<file path="src/rtl/aes_wddl_pkg.sv">
// Shared definitions for the WDDL inverse AddRoundKey datapath:
// block width, round count, FSM encoding and a dual-rail validity check.
package aes_wddl_pkg;

  localparam int unsigned NR    = 10;
  localparam int unsigned BLK_W = 128;

  localparam logic [3:0] KCNT_IDLE  = 4'(NR);
  localparam logic [3:0] KCNT_FIRST = 4'(NR - 1);

  typedef enum logic [1:0] {
    IDLE,
    PRE,
    EVAL,
    DONE
  } state_e;

  // A rail pair is invalid when both rails agree (00 or 11).
  function automatic logic dr_bad(input logic [BLK_W-1:0] a, input logic [BLK_W-1:0] a_n);
    return |(a ~^ a_n);
  endfunction

endpackage

</file>
<file path="src/rtl/wddl_xor128.sv">
// Purely combinational 128-bit dual-rail XOR in positive WDDL form
// (only AND/OR gates, so a precharged 0/0 input yields a 0/0 output).
module wddl_xor128
  import aes_wddl_pkg::*;
(
  input  logic [BLK_W-1:0] i_a,
  input  logic [BLK_W-1:0] i_a_n,
  input  logic [BLK_W-1:0] i_b,
  input  logic [BLK_W-1:0] i_b_n,
  output logic [BLK_W-1:0] o_y,
  output logic [BLK_W-1:0] o_y_n
);

  assign o_y   = (i_a & i_b_n) | (i_a_n & i_b);
  assign o_y_n = (i_a & i_b)   | (i_a_n & i_b_n);

endmodule

</file>
<file path="src/rtl/aes_inv_addroundkey_wddl.sv">
// Inverse-cipher key-addition sequencer: loads ciphertext^key, then runs
// NR precharge/evaluate rounds folding the external datapath result with kw.
module aes_inv_addroundkey_wddl
  import aes_wddl_pkg::*;
(
  input  logic             clk,
  input  logic             rst,
  input  logic             ld,
  input  logic [BLK_W-1:0] text_in,
  input  logic [BLK_W-1:0] text_in_n,
  input  logic [BLK_W-1:0] kw,
  input  logic [BLK_W-1:0] kw_n,
  input  logic [BLK_W-1:0] sa_in,
  input  logic [BLK_W-1:0] sa_in_n,
  output logic [BLK_W-1:0] sa_next,
  output logic [BLK_W-1:0] sa_next_n,
  output logic             ph,
  output logic             busy,
  output logic [3:0]       kcnt,
  output logic             done,
  output logic             err
);

  state_e           r_st, w_st_nxt;
  logic [BLK_W-1:0] r_sa, r_sa_n;
  logic [3:0]       r_kcnt;
  logic             r_err;
  logic [BLK_W-1:0] w_ld_sa, w_ld_sa_n, w_ev_sa, w_ev_sa_n;
  logic             w_load, w_ld_viol, w_ev_viol;

  wddl_xor128 u_xor_load (
    .i_a   (text_in),
    .i_a_n (text_in_n),
    .i_b   (kw),
    .i_b_n (kw_n),
    .o_y   (w_ld_sa),
    .o_y_n (w_ld_sa_n)
  );

  wddl_xor128 u_xor_eval (
    .i_a   (sa_in),
    .i_a_n (sa_in_n),
    .i_b   (kw),
    .i_b_n (kw_n),
    .o_y   (w_ev_sa),
    .o_y_n (w_ev_sa_n)
  );

  assign w_load    = (r_st == IDLE) && ld;
  assign w_ld_viol = dr_bad(text_in, text_in_n) | dr_bad(kw, kw_n);
  assign w_ev_viol = dr_bad(sa_in, sa_in_n) | dr_bad(kw, kw_n);

  always_comb begin
    w_st_nxt = r_st;
    unique case (r_st)
      IDLE:    if (ld) w_st_nxt = PRE;
      PRE:     w_st_nxt = EVAL;
      EVAL:    w_st_nxt = (r_kcnt == '0) ? DONE : PRE;
      DONE:    w_st_nxt = IDLE;
      default: w_st_nxt = IDLE;
    endcase
  end

  // A violation on the load edge replaces the old flag, so it wins over the clear.
  always_ff @(posedge clk or negedge rst) begin
    if (!rst) begin
      r_st   <= IDLE;
      r_sa   <= '0;
      r_sa_n <= '0;
      r_kcnt <= KCNT_IDLE;
      r_err  <= 1'b0;
    end else begin
      r_st <= w_st_nxt;
      if (w_load) begin
        r_sa   <= w_ld_sa;
        r_sa_n <= w_ld_sa_n;
        r_kcnt <= KCNT_FIRST;
        r_err  <= w_ld_viol;
      end else if (r_st == EVAL) begin
        r_sa   <= w_ev_sa;
        r_sa_n <= w_ev_sa_n;
        r_err  <= r_err | w_ev_viol;
        if (r_kcnt != '0) r_kcnt <= r_kcnt - 4'd1;
      end else if (r_st == DONE) begin
        r_kcnt <= KCNT_IDLE;
      end
    end
  end

  assign ph        = (r_st == EVAL);
  assign done      = (r_st == DONE);
  assign busy      = (r_st != IDLE);
  assign kcnt      = r_kcnt;
  assign err       = r_err;
  assign sa_next   = (ph || done) ? r_sa   : '0;
  assign sa_next_n = (ph || done) ? r_sa_n : '0;

endmodule

</file>
<file path="config.mk">
export PLATFORM = sky130hd
export DESIGN_NAME = aes_inv_addroundkey_wddl
export DESIGN_NICKNAME = d
export VERILOG_FILES = /design/src/rtl/aes_wddl_pkg.sv /design/src/rtl/wddl_xor128.sv /design/src/rtl/aes_inv_addroundkey_wddl.sv
export SDC_FILE = /design/constraint.sdc
export NUM_CORES = 1
export LEC_CHECK = 0
export CAP_MARGIN = 5
export CORE_AREA = 2 2 399 401
export CTS_BUF_LIST = sky130_fd_sc_hd__clkbuf_2 sky130_fd_sc_hd__clkbuf_4 sky130_fd_sc_hd__clkbuf_8
export DETAILED_ROUTE_END_ITERATION = 10
export DIE_AREA = 0 0 401 403
export GPL_ROUTABILITY_DRIVEN = 1
export PLACE_DENSITY = 0.36
export SYNTH_ARGS = -nofsm -noshare
export SYNTH_HDL_FRONTEND = slang
export SYNTH_SLANG_ARGS = --single-unit
</file>
<file path="constraint.sdc">
create_clock -name clk -period 1.8 [get_ports clk]
set_input_delay 0.18 -clock clk [delete_from_list [all_inputs] [get_ports clk]]
set_output_delay 0.18 -clock clk [all_outputs]
set_load 0.02 [all_outputs]
</file>
==> flow_metrics.tcl, run 1 <==
set metrics [dict create \
    stdcell_count 6467 \
    synth_ff_type "dfrtp_1" \
    die_w_um 401 \
    synthesis.nets 2981 \
    synthToLayoutAreaGrowth_pct 134 \
    grt_pass1_vias 28300 \
    postLayoutCoreUtil_pct 29.2 \
    timing.final.crit_share_pct 127 \
    drtAntennaViolNets 0 \
    gp_congestion 0.906 \
    power_switching_mw 27.5 \
    hold_class "input pin to async pin" \
    dp_worst_setup_slack_ns -2.01 \
    slowest_delay_ns 0.55 \
    internal_power_mw 35.0 \
    cts_inserted_buffers 68 \
    critPathSlowestCell "dfrtp_4" \
    post-place-cells 6240 \
    num_vias 29000 \
    final_cell_mix "buf_4 (977), clkdlybuf4s50_1 (774), a221oi_1 (477), dfrtp_1 (260), nor3_1 (223)" \
    fin_ws_ns -0.488 \
    critical_path_arrival_ns 2.11 \
    io_pins 1035 \
    cap_violations 0 \
    period_needed_ns 2.29 \
    antenna_found_initial 90 \
    power_density_nw_per_um2 1360 \
    drcViolationCount 0 \
    drive_gt1_share_pct 42.1 \
    ys_types 30 \
    endpoint_kind "output pin" \
    required_ns 1.62 \
    relSlewSlack_pct 18.0 \
    leakage_nw 19.0 \
    slew_violations 0 \
    design_area_sq_um 46000 \
    clk_latency_ns 0.76 \
    core-area_sq_um 157000 \
    fmax_ghz 0.437 \
    clkTransAtPathRegs_ns 0.06 \
    setup-tns-final_ns -157.27 \
    synth-seq-area-share_pct 33.4 \
    cp_max_fo 14 \
    reg2reg_depth 10 \
    fp.dieArea_sq_um 162000 \
    total_power_mw 62.5 \
    violations "negative setup slack" \
    crit_chain "buf_16 -> buf_16 -> buf_12 -> and2_4 -> buf_12" \
    grt_max_degree 55 \
    synth_top_area_cell "dfrtp_1" \
    first_iter_violations 2088 \
    gr-total-overflow 0 \
    clkPwrFrac_pct 13.5 \
    worst_slew_pin_slew_ns 1.22 \
    synth_top_area_share_pct 33.2 \
    synth_warnings 0 \
    cts.sinks 263 \
    cts_tree "yes" \
    rows 146 \
    synthArstFlopShare_pct 100 \
    holdWs_ns 0.124 \
    hold_viol_final 0 \
    status "finished, violations left" \
    clockRootBuffer "clkbuf_8" \
    finalSetupViolCount 525 \
    place_area_sq_um 41200 \
    seqPwrFrac_pct 18.2 \
    grt_usage_pct 25.2 \
    syn_inst 2208 \
    grt_use_met1_pct 31.1 \
    syn_area_per_cell_sq_um 8.91 \
    comb_power_share_pct 68.4 \
    synth_area_leaders "dfrtp_1 (33%), a221oi_1 (23%), xor2_1 (9.5%), and2_1 (8.2%), xnor2_1 (7.1%)" \
    routed_wl_mm 217 \
    htree_levels 3 \
    skew_ns 0.0522 \
    synth-edff-count 0 \
    post_drt_wl_per_cell_um 33.6 \
    rsz0062_at_grt "yes" \
    criticalPathCategory "flip-flop to output pin" \
    swShare_pct 44.0 \
    viasPerCell 4.49 \
    nets 5083 \
    cts.path.max_buffers 3 \
    die_h_um 403 \
    met3_usage_pct 4.72 \
    hpwl_mm 183 \
    start_util_pct 12.5 \
    final_common_cell "buf_4" \
    netlist_area_sq_um 19700 \
    ys_ff_latch 263 \
    grt_use_met2_pct 44.0 \
    start_kind "flip-flop" \
    grt_pass1_wl_mm 270 \
    dr.pass1.iters 5 \
    busiest_layer "met2" \
    portBuffers 1034 \
    ir_worst_vdd_uv 562 \
]
-- Yosys cell counts, types with 2 or more instances --
library cell and n:
inv_1 5, nand4_1 67, dfrtp_1 261, buf_1 2
nand3_1 2, nor2_1 264, o22ai_1 4, nand2_1 11
nor4_1 55, and2_1 258, xor2_1 214, ha_1 2
a21oi_1 6, nor3_1 259, clkbuf_1 110, dfstp_2 2
o21ai_0 2, a22oi_1 2, xnor2_1 159, a31oi_1 2
a221oi_1 512
-- worst paths after layout --
kind / from / to / slack [ns]
max: r_st[1] / sa_next_n[114] / -0.49
min: rst / r_sa[10] / 0.12
max reg2reg: r_st[1] / r_sa[115] / -0.30
min reg2reg: r_sa[71] / r_sa[71] / 0.53
max in group asynchronous: rst / r_sa[115] / 1.19
min in group clk: text_in[99] / r_sa[99] / 0.26
-- registers in the layout, summed over array words and instances (netlist names) --
name and count:
r_sa_n 128, r_sa 128, r_st 2, kcnt 4, err 1
-- cell families (layout without fill, tap and decap cells) --
family,after synthesis,in the layout,share of synthesized area [%]
DFF,263,263,33.4
xor gates and xnor gates,373,373,16.6
and+or+nand+nor,917,917,24.0
buffers and inverters,118,2265,2.26
adders and majority gates,2,2,0.127
muxes,1,1,0.0572
AOI/OAI and AO/OA,534,534,23.5
other,0,40,0
-- power groups by stage --
stage / Clock, mW / Combinational [mW] / Sequential [mW]
finish: 8.41 / 42.7 / 11.4
detailed placement: 0 / 33.9 / 10.8
global route: 8.92 / 45.0 / 11.7
floorplan: 0 / 13.8 / 10.2
global placement: 0 / 34.0 / 10.8
CTS: 8.75 / 37.8 / 10.9
-- per-layer routing --
layer  vias up  share of wire [%]
met4        34                3.2
li1      13000                  -
met1     14500                 42
met3       278                5.7
met2      1282                 49
met5         -              0.099
-- repair_timing --
| action | 4_1_cts | 5_1_grt |
|---|---|---|
| hold buffers | 2 | 0 |
| setup endpoints to repair | 282 | 526 |
| cloned | 15 | 26 |
| setup buffers | 14 | 19 |
| hold endpoints to repair | 263 | 0 |
| resized for setup | 728 | 364 |
| pin swaps | 5 | 5 |
-- worst max-delay path, delay by kind of cell (launching register included) --
family	cells	cell delay [ns]
buf+inv	4	0.66
flops	1	0.55
simple gates	1	0.14
-- layout make-up --
type,instances,area (sq um)
Antenna cell,40,100
Multi-Input combinational cell,1827,14200
Tap cell,2072,2590
Clock inverter,7,48.8
Sequential cell,263,6590
Clock buffer,108,1310
Timing Repair Buffer,2145,21200
Fill cell,16900,111000
Inverter,5,21.3
Note: power is estimated with default switching activity, not from simulation.
==> inputs of run 2 (changes only) <==
--- a/config.mk
+++ b/config.mk
@@ -5,6 +5,7 @@
 export SDC_FILE = /design/constraint.sdc
 export NUM_CORES = 1
 export LEC_CHECK = 0
+export ABC_AREA = 0
 export CAP_MARGIN = 5
 export CORE_AREA = 2 2 399 401
 export CTS_BUF_LIST = sky130_fd_sc_hd__clkbuf_2 sky130_fd_sc_hd__clkbuf_4 sky130_fd_sc_hd__clkbuf_8
==> results of run 2 <==
Same layout as run 1: the final DEF is identical, and so are final timing and power.
